==> src/rtl/alu_seq_multdiv.sv <==
// Iterative signed 32-bit multiply (radix-2 Booth) / divide (restoring) unit driving the shared ALU.
// Define ALU_SEQ_MULTDIV_DIV_EN to compile in the divide path; otherwise only MULT is serviced.
module alu_seq_multdiv (
  input  logic        clock,
  input  logic        reset,
  input  logic        ctrl_MULT,
  input  logic        ctrl_DIV,
  input  logic [31:0] data_operandA,
  input  logic [31:0] data_operandB,
  output logic [31:0] data_result,
  output logic        data_exception,
  output logic        data_resultRDY,
  output logic        busy,
  output logic [31:0] alu_operandA,
  output logic [31:0] alu_operandB,
  output logic [4:0]  alu_opcode,
  output logic [4:0]  alu_shiftamt,
  input  logic [31:0] alu_result,
  input  logic        alu_overflow,
  input  logic        alu_isLessThan
);

  localparam logic [4:0] OP_ADD = 5'd0;
  localparam logic [4:0] OP_SUB = 5'd1;

  typedef enum logic [2:0] {
    S_IDLE,
    S_NEG_A,
    S_NEG_B,
    S_LOOP,
    S_FIX,
    S_DONE
  } state_t;

  state_t      state_q;
  logic [31:0] hi_q;      // Booth high word / division remainder
  logic [31:0] lo_q;      // Booth low word / division quotient
  logic        booth_q;
  logic [31:0] mcand_q;   // A for MULT, then magB for DIV
  logic [31:0] b_q;
  logic        op_div_q;
  logic [4:0]  cnt_q;
  logic [31:0] result_q;
  logic        exc_q;
  logic        rdy_q;
  logic        busy_q;

  logic        div_req;
  logic [31:0] rp;
  logic        uge;
  logic        sbit;
  logic [31:0] hi_d;
  logic [31:0] lo_d;
  logic        booth_d;
  logic [31:0] result_d;
  logic        exc_d;

`ifdef ALU_SEQ_MULTDIV_DIV_EN
  logic        sign_a_q;
  logic [31:0] quot;
  logic        div_exc;
  assign div_req = ctrl_DIV;
`else
  logic        unused_ctrl_div;
  assign unused_ctrl_div = ctrl_DIV;
  assign div_req         = 1'b0;
`endif

  assign rp   = {hi_q[30:0], lo_q[31]};
  // Unsigned R' >= magB recovered from the signed less-than flag
  assign uge  = ~(alu_isLessThan ^ rp[31] ^ mcand_q[31]);
  assign sbit = alu_result[31] ^ alu_overflow;

  always_comb begin
    alu_operandA = 32'd0;
    alu_operandB = 32'd0;
    alu_opcode   = OP_ADD;
    alu_shiftamt = 5'd0;
    case (state_q)
      S_NEG_A: begin
        alu_operandB = mcand_q;
        alu_opcode   = OP_SUB;
      end
      S_NEG_B: begin
        alu_operandB = b_q;
        alu_opcode   = OP_SUB;
      end
      S_LOOP: begin
        if (op_div_q) begin
          alu_operandA = rp;
          alu_operandB = mcand_q;
          alu_opcode   = OP_SUB;
        end else begin
          alu_operandA = hi_q;
          case ({lo_q[0], booth_q})
            2'b10: begin
              alu_operandB = mcand_q;
              alu_opcode   = OP_SUB;
            end
            2'b01: alu_operandB = mcand_q;
            default: alu_operandB = 32'd0;
          endcase
        end
      end
      S_FIX: begin
`ifdef ALU_SEQ_MULTDIV_DIV_EN
        alu_operandB = lo_q;
        alu_opcode   = OP_SUB;
`endif
      end
      default: ;
    endcase
  end

  always_comb begin
    if (op_div_q) begin
      hi_d    = uge ? alu_result : rp;
      lo_d    = {lo_q[30:0], uge};
      booth_d = booth_q;
    end else begin
      hi_d    = {sbit, alu_result[31:1]};
      lo_d    = {alu_result[0], lo_q[31:1]};
      booth_d = lo_q[0];
    end
  end

  always_comb begin
`ifdef ALU_SEQ_MULTDIV_DIV_EN
    quot    = (sign_a_q ^ b_q[31]) ? alu_result : lo_q;
    div_exc = (b_q == 32'd0) ||
              (!(sign_a_q ^ b_q[31]) && (lo_q == 32'h8000_0000));
    if (op_div_q) begin
      result_d = div_exc ? 32'd0 : quot;
      exc_d    = div_exc;
    end else begin
      result_d = lo_q;
      exc_d    = (hi_q != {32{lo_q[31]}});
    end
`else
    result_d = lo_q;
    exc_d    = (hi_q != {32{lo_q[31]}});
`endif
  end

  always_ff @(posedge clock) begin
    if (!reset) begin
      state_q  <= S_IDLE;
      hi_q     <= 32'd0;
      lo_q     <= 32'd0;
      booth_q  <= 1'b0;
      mcand_q  <= 32'd0;
      b_q      <= 32'd0;
      op_div_q <= 1'b0;
      cnt_q    <= 5'd0;
      result_q <= 32'd0;
      exc_q    <= 1'b0;
      rdy_q    <= 1'b0;
      busy_q   <= 1'b0;
`ifdef ALU_SEQ_MULTDIV_DIV_EN
      sign_a_q <= 1'b0;
`endif
    end else begin
      case (state_q)
        S_IDLE: begin
          rdy_q <= 1'b0;
          if (ctrl_MULT || div_req) begin
            hi_q     <= 32'd0;
            lo_q     <= data_operandB;
            booth_q  <= 1'b0;
            mcand_q  <= data_operandA;
            b_q      <= data_operandB;
            op_div_q <= div_req && !ctrl_MULT;
            busy_q   <= 1'b1;
            state_q  <= S_NEG_A;
`ifdef ALU_SEQ_MULTDIV_DIV_EN
            sign_a_q <= data_operandA[31];
`endif
          end
        end
        S_NEG_A: begin
          if (op_div_q)
            lo_q <= mcand_q[31] ? alu_result : mcand_q;
          state_q <= S_NEG_B;
        end
        S_NEG_B: begin
          if (op_div_q)
            mcand_q <= b_q[31] ? alu_result : b_q;
          cnt_q   <= 5'd31;
          state_q <= S_LOOP;
        end
        S_LOOP: begin
          hi_q    <= hi_d;
          lo_q    <= lo_d;
          booth_q <= booth_d;
          if (cnt_q == 5'd0)
            state_q <= S_FIX;
          else
            cnt_q <= cnt_q - 5'd1;
        end
        S_FIX: begin
          result_q <= result_d;
          exc_q    <= exc_d;
          rdy_q    <= 1'b1;
          state_q  <= S_DONE;
        end
        S_DONE: begin
          rdy_q   <= 1'b0;
          busy_q  <= 1'b0;
          state_q <= S_IDLE;
        end
        default: state_q <= S_IDLE;
      endcase
    end
  end

  assign data_result    = result_q;
  assign data_exception = exc_q;
  assign data_resultRDY = rdy_q;
  assign busy           = busy_q;

endmodule

==> config.mk <==
export PLATFORM = sky130hd
export DESIGN_NAME = alu_seq_multdiv
export DESIGN_NICKNAME = d
export VERILOG_FILES = /design/src/rtl/alu_seq_multdiv.sv
export SDC_FILE = /design/constraint.sdc
export NUM_CORES = 1
export LEC_CHECK = 0
export CAP_MARGIN = 20
export CORE_MARGIN = 3
export CORE_UTILIZATION = 40
export CTS_CLUSTER_DIAMETER = 80
export DETAILED_ROUTE_END_ITERATION = 16
export PLACE_DENSITY = 0.75
export SLEW_MARGIN = 20
export SYNTH_ARGS = -nofsm -noshare
export SYNTH_HDL_FRONTEND = slang
export SYNTH_SLANG_ARGS = --single-unit
==> constraint.sdc <==
create_clock -name clock -period 5.3 [get_ports clock]
set_input_delay 0.795 -clock clock [delete_from_list [all_inputs] [get_ports clock]]
set_output_delay 0.795 -clock clock [all_outputs]
set_load 0.02 [all_outputs]
==> Word-level counts from Yosys, hierarchy flattened <==
Cells that the tools add are included.
Widths: inputs -> output; s select.
{ "op_classes": {"muxes": 21, "reduce_logical": 18, "n_eq_ne": 11, "bitwise": 3, "n_addsub": 1} }
{ "ops": {"columns": ["cell", "n"], "rows": [
  ["$mux 32", 6],
  ["$pmux 32 s2", 2],
  ["$pmux 32 s3", 1],
  ["$ne 32x32->1", 1],
  ["$pmux 3 s5", 1],
  ["$pmux 5 s2", 1],
  ["$reduce_and 2->1", 5],
  ["$reduce_bool 2->1", 5],
  ["$pmux 1 s2", 4],
  ["$eq 3x2->1 const B", 2],
  ["$eq 3x3->1 const B", 2],
  ["$mux 3", 2],
  ["$ne 2x2->1 const B", 3],
  ["$reduce_and 3->1", 2],
  ["$reduce_or 2->1", 3],
  ["$logic_not 5->1", 1],
  ["$mux 5", 1],
  ["$sub 5x1->5 const B", 1],
  ["$eq 3x1->1 const B", 1],
  ["$logic_not 3->1", 1],
  ["$mux 1", 3],
  ["$reduce_bool 3->1", 1],
  ["$eq 2x1->1 const B", 1],
  ["$eq 2x2->1 const B", 1],
  ["other kinds (2)", 3]
]} }
{ "totals": {"word_cells": 65, "output_inout_bits": 109, "in_bits": 102, "regBits": 172} }

==> Longest topological paths before layout <==
Gate-level depths: netlist (run 1).
{ "logic_depth": {"word_depth": 4, "depth_mapped": 7, "depth_no_buf": 6} }

==> Worst setup path after synthesis (run 1) <==
No wires, ideal clock.
{ "synth_timing": {"path_kind": "register -> output", "startpoint": "reg booth_q", "endpoint": "out alu_operandB[0]", "arrival_ns": 1.462, "slack_ns": 3.043, "path_stages_with_launch": 6, "required_time_ns": 4.505, "n_path_buf": 1, "path_cell_list": "dfxtp_1 > inv_1 > ha_1 > a21oi_1 > clkbuf_1 > a22o_1"} }
{ "synth_via": {"elab_chain_len": 4, "word_cells_on_any_way": 5, "cone_classes": "eq/ne (2); mux (2); reduce/logical (1)"} }
{ "synth_rtl": {"columns": ["element", "line", "text"], "rows": [
  ["start, declared", "38", "logic booth_q;"],
  ["start signal, assigned", "194", "booth_q <= booth_d;"],
  ["$eq 2x1->1 / $eq 2x2->1 (equally long branches)", "95", "case ({lo_q[0], booth_q})"],
  ["$reduce_or 2->1 (no source line) (*)", null, null],
  ["$mux 32 (*)", "95", null],
  ["$pmux 32 s3 (*)", "79", "case (state_q)"],
  ["end, declared", "15", "output logic [31:0] alu_operandB,"]
]} }
Every way passes the cells marked *; elsewhere a longest branch is shown, timed or not.

==> Worst setup path in the final report (run 1) <==
{ "layout_timing": {"startpoint": "reg state_q[0]", "endpoint": "out alu_operandA[22]"} }
{ "layout_via": {"elab_chain_len": 2} }
{ "layout_rtl": {"columns": ["element", "line", "text"], "rows": [
  ["start, declared", "35", "state_t state_q;"],
  ["start signal, assigned", "147", "state_q <= S_IDLE;"],
  ["start signal, assigned", "174", "state_q <= S_NEG_A;"],
  ["start signal, assigned", "183", "state_q <= S_NEG_B;"],
  ["$eq 3x2->1", "79", null],
  ["$mux 32", "79", null],
  ["end, declared", "14", "output logic [31:0] alu_operandA,"]
]} }
Every way passes these cells.

==> metrics.md, run 1 <==
| Metric | Value |
|---|---|
| Clock power share | 0.388 |
| Crit path depth | 3 |
| Die Wd | 138.5 um |
| Sequential Power Share | 0.451 |
| YS warnings | 0 |
| Post-synth EDFFs | 0 |
| First-pass GRT wire length | 31530 um |
| Via density | 5.161 |
| #FFs+latches synth | 172 |
| TritonCTS clock tree | done |
| Worst Skew | between 5 and 6 ps |
| Pin count of the biggest net entering global routing | 96 |
| RSZ-0062 raised after global routing | no |
| Area added between synthesis and finish | 36.62% |
| I/O Pins | ~210 |
| Die area | 0.01918 mm2 |
| Mean Syn Cell Area | 7.881 um2 |
| FFs w/ async S/R, synth | 0 |
| R2R cell count | 4 |
| GR Layer Usage met2 | 0.3127 |
| FP Rows | 47 |
| Core area | 0.01688 mm2 |
| Post-synth top area share | 0.4904 |
| Placed Area | 0.008986 mm2 |
| Worst setup SP type | flop |
| Root Buffer | clkbuf_16 |
| Resize count post-CTS | 0 |
| Netlist cell types | 36 |
| Setup tns final | 0 ps |
| Diodes inserted | 0 |
| Post-layout nets | ~1100 |
| Hold depth | 2 |
| Area of the multi-input gates | around 0.0032 mm2 |
| Clock Tree Buf Depth | 2 |
| Reg2Reg Setup Slack | 2810 ps |
| Initial DRT Pass Iterations | 5 |
| Total global routing overflow | 0 |
| Slew Limit Fails | 0 |
| Antenna Violating Nets Remaining | 0 |
| Most common cell after layout, fill and taps aside | nand2_1 |
| CP Data Required Time | 4510 ps |
| Critical Path Fanout Max | 68 |
| CP bufs+invs | 1 |
| Comb pwr share | 0.161 |
| Synth Flop Type | dfxtp_1 |
| LEAKAGE | 3.364 nW |
| Vias | around 6600 |
| Worst-path clk slew | 60 ps |
| DRT iter0 DRCs | 317 |
| WS Path Type | reg -> out |
| Int Pwr | between 2 and 2.5 mW |
| Max_slew headroom | 0.3438 |
| DR WL/cell | 15.51 um |
| Die height | between 100 and 150 um |
| H-tree levels | 4 |
| Setup repair bufs after CTS | 0 |
| Total CTS buffers | 17 |
| Clock sinks | 172 |
| Total Routed Length | 19730 um |
| Critical path arrival | 2850 ps |
| Initial core utilization | 0.4160 |
| Worst slew pin tran | 984.3 ps |
| Sequential area share after synthesis | 0.4904 |
| Crit. End Element | primary output |
| Setup violators final | 0 |
| Vias in the first global route | 5969 |
| Status | completed |
| Chain of cells forming the critical path | and3b_2 > and2_1 > clkdlybuf4s50_1 |
| # port buffers | 199 |
| Commonest non-fill, non-tap cells in the layout | 230 x nand2_1, 199 x clkdlybuf4s50_1, 172 x dfxtp_1, 134 x a21oi_1, 75 x nor2_1 |
| Pwr/cell area | 340.5 mW/mm2 |
| CP delay by family, top | simple AND/OR/NAND/NOR gates |
| Met1 track demand over resource | 0.2670 |
| Final hold viol count | 0 |
| Ranking of synthesized cells by area | dfxtp_1 49%, nand2_1 12%, a21oi_1 9.6%, nor2_1 4.0%, a22o_1 4.0% |
| Slowest library cell on the worst path | and3b_2 |
| Storage cell area | 0.003443 mm2 |
| DP Wirelength | 13050 um |
| RePlAce Congestion | just over 0.8 |
| Max Cap Viol | 0 |
| Gr usage total | 0.1980 |
| Mapped Cells | a little under 900 |
| Post-route DRC | 0 |
| Hold crit path type | reg -> reg |
| Fillers | between 1500 and 2000 |
| Share of cells above drive strength 1 | 0.04373 |
| Highest Clock Rate | about 270 MHz |
| Hold Buf Count CTS | 0 |
| Worst vdd rail ir drop | 244.6 uV |
| Sw frac | 0.2712 |
| Most used routing layer | met2 |
| Mapped Area | 0.007022 mm2 |
| Final cycle utilization of the critical path | 0.6872 |
| Clk_lat worst skew | 420 ps |
| Cell taking the most area after synthesis | dfxtp_1 |
| Fin area | 0.009593 mm2 |
| Switching Power | 0.8858 mW |
| Grt met3 use | 0.05318 |
| Antenna violations before repair | 0 |
| Min Tclk post-route | 3642 ps |
| Crit path largest cell delay | 940 ps |
[registers in the layout (all words and copies together), names as in the netlist]
| name | count |
|---|---|
| data_exception | 1 |
| b_q | 32 |
| state_q | 3 |
| data_resultRDY | 1 |
| booth_q | 1 |
| mcand_q | 32 |
| data_result | 32 |
| lo_q | 32 |
| cnt_q | 5 |
| busy | 1 |
| hi_q | 32 |
[tightest hold or removal path, delay by kind of cell (launching register included)]
kind | cells | cell delay [ps]
flops | 1 | 310
compound gates | 1 | 50
simple gates | 1 | 50
[area by class of cell]
cell class                      instances  area share
Sequential cell                       172      0.3589
Multi-Input combinational cell        637      0.3336
Timing Repair Buffer                  207      0.2139
Clock buffer                           22     0.04839
Tap cell                              220     0.02869
Clock inverter                         10     0.01461
Inverter                                4    0.001826
[routing by layer]
layer	vias to the layer above	share of wire
met3	23	0.068
met4	0	0.016
met2	195	0.46
met1	3026	0.46
li1	3321	-
met5	-	0
[synth_stat cells (all sizes together), types with 2 or more instances]
master  instances
a211oi          4
or3             3
nor4            5
a21oi         135
clkbuf         34
o221ai         32
inv             4
o21ai           2
buf            52
dfxtp         172
nor3           10
nand3          41
nand2b          3
nand4           4
a22o           32
and2           33
nand2         232
a311oi          3
nor2           75
ha              2
[cells by family after synthesis]
| logic type | synth area share |
|---|---|
| AOI/OAI and AO/OA | 0.1912 |
| xor gates and xnor gates | 0.001248 |
| adders and majority gates | 0.003563 |
| buffers and inverters | 0.06183 |
| DFF | 0.4904 |
| other | 0.0005341 |
| and+or+nand+nor | 0.2512 |
[through the flow]
step / util / std cells / worst slack, ps / hold WS (ps) / total power, mW
after floorplan: - / 899 / 3043 / 423.5 / 1.829
after global routing: 0.5684 / 1272 / 1513 / 468.3 / 3.409
after CTS: 0.5682 / 1272 / 1655 / 454.0 / 3.294
after global placement: 0.5323 / 1240 / 1975 / 439.0 / 2.016
after detailed placement: 0.5324 / 1240 / 1902 / 445.3 / 2.027
final: 0.5684 / 1272 / 1658 / 452.4 / 3.267
[path summary, 6_finish.rpt]
kind / to / startpoint
setup / recovery: alu_operandA[22] / state_q[0]
hold / removal: mcand_q[5] / mcand_q[5]
setup reg to reg: lo_q[29] / state_q[2]
hold reg to reg: mcand_q[5] / mcand_q[5]
[power by group through the flow]
| stage | registers [mW] | logic (mW) | clock network (mW) |
|---|---|---|---|
| floorplan | 1.48 | 0.354 | 0 |
| global placement | 1.50 | 0.520 | 0 |
| detailed placement | 1.50 | 0.528 | 0 |
| CTS | 1.47 | 0.531 | 1.29 |
| global route | 1.49 | 0.581 | 1.34 |
| finish | 1.47 | 0.525 | 1.27 |
Power figures use the tool's default switching activity.
==> inputs of run 2 (changes only) <==
==> constraint.sdc (replaced) <==
create_clock -name clock -period 3.64 [get_ports clock]
set_input_delay 0.546 -clock clock [delete_from_list [all_inputs] [get_ports clock]]
set_output_delay 0.546 -clock clock [all_outputs]
set_load 0.02 [all_outputs]
==> run 2 against run 1 <==
Critical path type unchanged. Clock power up 39%. Die area stayed put. Register-to-register slack got worse by 1600 ps. Final cell count increased by 0.63%.
==> metrics.md, run 2 (synthesis results as in run 1) <==
| Metric | Value |
|---|---|
| Resize count post-CTS | 0 (unchanged) |
| Clock Tree Buf Depth | 2 (unchanged) |
| LEAKAGE | 3.392 nW (was 3.364 nW) |
| Hold Buf Count CTS | 0 (unchanged) |
| Antenna violations before repair | 0 (unchanged) |
| Worst-path clk slew | 60 ps (about the same) |
| Die area | 0.01918 mm2 (unchanged) |
| Pwr/cell area | 485.5 mW/mm2 (was 340.5 mW/mm2) |
| Crit. End Element | primary output (unchanged) |
| Pin count of the biggest net entering global routing | 100 (was 96) |
| I/O Pins | 211 (unchanged) |
| H-tree levels | 4 (unchanged) |
| Initial core utilization | 0.4160 (unchanged) |
| Via density | 5.113 (was 5.161) |
| Worst slew pin tran | 1056 ps (was 984.3 ps) |
| Die Wd | 138.5 um (unchanged) |
| FP Rows | 47 (unchanged) |
| Setup repair bufs after CTS | 0 (unchanged) |
| Initial DRT Pass Iterations | 5 (unchanged) |
| Vias | 6545 (was 6565) |
| Share of cells above drive strength 1 | 0.04906 (was 0.04373) |
| Setup tns final | 0 ps (unchanged) |
| Total global routing overflow | 0 (unchanged) |
| Fillers | 1540 (was 1600) |
| Diodes inserted | 0 (unchanged) |
| Setup violators final | 0 (unchanged) |
| RePlAce Congestion | 0.8203 (was 0.8179) |
| Status | completed (unchanged) |
| Storage cell area | 0.003443 mm2 (unchanged) |
| Crit Reg-Reg Startpoint | state_q[2] (unchanged) |
| Critical path arrival | 2670 ps (was 2850 ps) |
| Hold crit path type | reg -> reg (unchanged) |
| Critical Path Fanout Max | 53 (was 68) |
| Gr usage total | 0.1979 (was 0.1980) |
| DRT iter0 DRCs | 377 (was 317) |
| Final hold viol count | 0 (unchanged) |
| Highest Clock Rate | 311.2 MHz |
| Commonest non-fill, non-tap cells in the layout | 231 x nand2_1, 199 x clkdlybuf4s50_1, 172 x dfxtp_1, 134 x a21oi_1, 75 x nor2_1 (was 230 x nand2_1, 199 x clkdlybuf4s50_1, 172 x dfxtp_1, 134 x a21oi_1, 75 x nor2_1) |
| First-pass GRT wire length | 31450 um (was 31530 um) |
| Final cycle utilization of the critical path | 0.8828 |
| # port buffers | 199 (unchanged) |
| Die height | 138.5 um (unchanged) |
| Fin area | 0.009642 mm2 (was 0.009593 mm2) |
| Setup crit start | state_q[0] (unchanged) |
| TritonCTS clock tree | done (unchanged) |
| Vias in the first global route | 6082 (was 5969) |
| Core area | 0.01688 mm2 (unchanged) |
| RSZ-0062 raised after global routing | no (unchanged) |
| Most common cell after layout, fill and taps aside | nand2_1 (unchanged) |
| DR WL/cell | 15.36 um (was 15.51 um) |
| Slew Limit Fails | 0 (unchanged) |
| Worst Skew | 7.604 ps (was 5.612 ps) |
| Min Tclk post-route | between 3000 and 4000 ps |
| Placed Area | 0.009071 mm2 (was 0.008986 mm2) |
| Area added between synthesis and finish | 37.31% (was 36.62%) |
| Worst vdd rail ir drop | 354.9 uV (was 244.6 uV) |
| Min-delay src | cnt_q[4] (was mcand_q[5]) |
| Max_slew headroom | 0.2957 (was 0.3438) |
| Post-route DRC | 0 (unchanged) |
| WS Path Type | reg -> out (unchanged) |
| Max Cap Viol | 0 (unchanged) |
| Total Routed Length | 19670 um (was 19730 um) |
| Area of the multi-input gates | 0.003198 mm2 (was 0.003201 mm2) |
| DP Wirelength | 13410 um (was 13050 um) |
| Total CTS buffers | 17 (unchanged) |
| Clk_lat worst skew | 420 ps (about the same) |
| Root Buffer | clkbuf_16 (unchanged) |
| Clock sinks | 172 (unchanged) |
| Antenna Violating Nets Remaining | 0 (unchanged) |
| Worst setup SP type | flop (unchanged) |
| Post-layout nets | 1151 (was 1143) |
| CP Data Required Time | 3090 ps (was 4510 ps) |
[run 2: path summary, 6_finish.rpt]
| kind | end | slack [ps] | cells past startpoint |
|---|---|---|---|
| worst min register to register | cnt_q[4] | 450 | 1 |
| worst max register to register | hi_q[28] | 1260 | 4 |
| worst min-delay path | cnt_q[4] | 450 | 1 |
| worst max-delay path | alu_operandA[3] | 430 | 3 |
[run 2: area by class of cell]
cell class / instances / area share
timing repair buffer: 215 / 0.2216
inverter: 4 / 0.001817
sequential: 172 / 0.3571
multi-input combinational: 637 / 0.3317
clock buffer: 22 / 0.04711
tap: 220 / 0.02855
clock inverter: 10 / 0.01207
[run 2: routing by layer]
| metal | up-vias | part of all wire | track usage |
|---|---|---|---|
| met2 | 190 | 0.45 | 0.3117 |
| met1 | 2996 | 0.46 | 0.2641 |
| met4 | 0 | 0.018 | 0.05668 |
| met3 | 29 | 0.067 | 0.06043 |
| met5 | - | 0 | 0 |
| li1 | 3330 | - | - |
[run 2: power breakdown]
part,switching [mW],internal (mW),total (mW)
Clock,0.732,1.03,1.76
Combinational,0.444,0.334,0.778
Sequential,0.113,2.03,2.14
[run 2: stage by stage]
step | cells | utilization | hold slack [ps] | setup slack [ps] | power [mW]
2_1_floorplan | 899 | - | 423.5 | 1632 | 2.663
6_report | 1280 | 0.5713 | 452.9 | 426.5 | 4.681
4_1_cts | 1280 | 0.5713 | 454.8 | 417.3 | 4.713
3_5_place_dp | 1248 | 0.5375 | 446.1 | 838.3 | 2.961
5_1_grt | 1280 | 0.5713 | 470.9 | 289.1 | 4.890
3_3_place_gp | 1248 | 0.5373 | 438.4 | 861.1 | 2.945
[run 2: worst max-delay path, stage by stage (launching register included)]
cell	delay (ps)
dfxtp_1	590
and3b_2	790
and2_1	240
clkdlybuf4s50_1	600
==> inputs of run 3 (changes only) <==
--- a/config.mk
+++ b/config.mk
@@ -15,3 +15,4 @@
 export SYNTH_ARGS = -nofsm -noshare
 export SYNTH_HDL_FRONTEND = slang
 export SYNTH_SLANG_ARGS = --single-unit
+export TNS_END_PERCENT = 20
==> results of run 3 <==
Same layout as run 2: the final DEF is identical, and so are final timing and power.
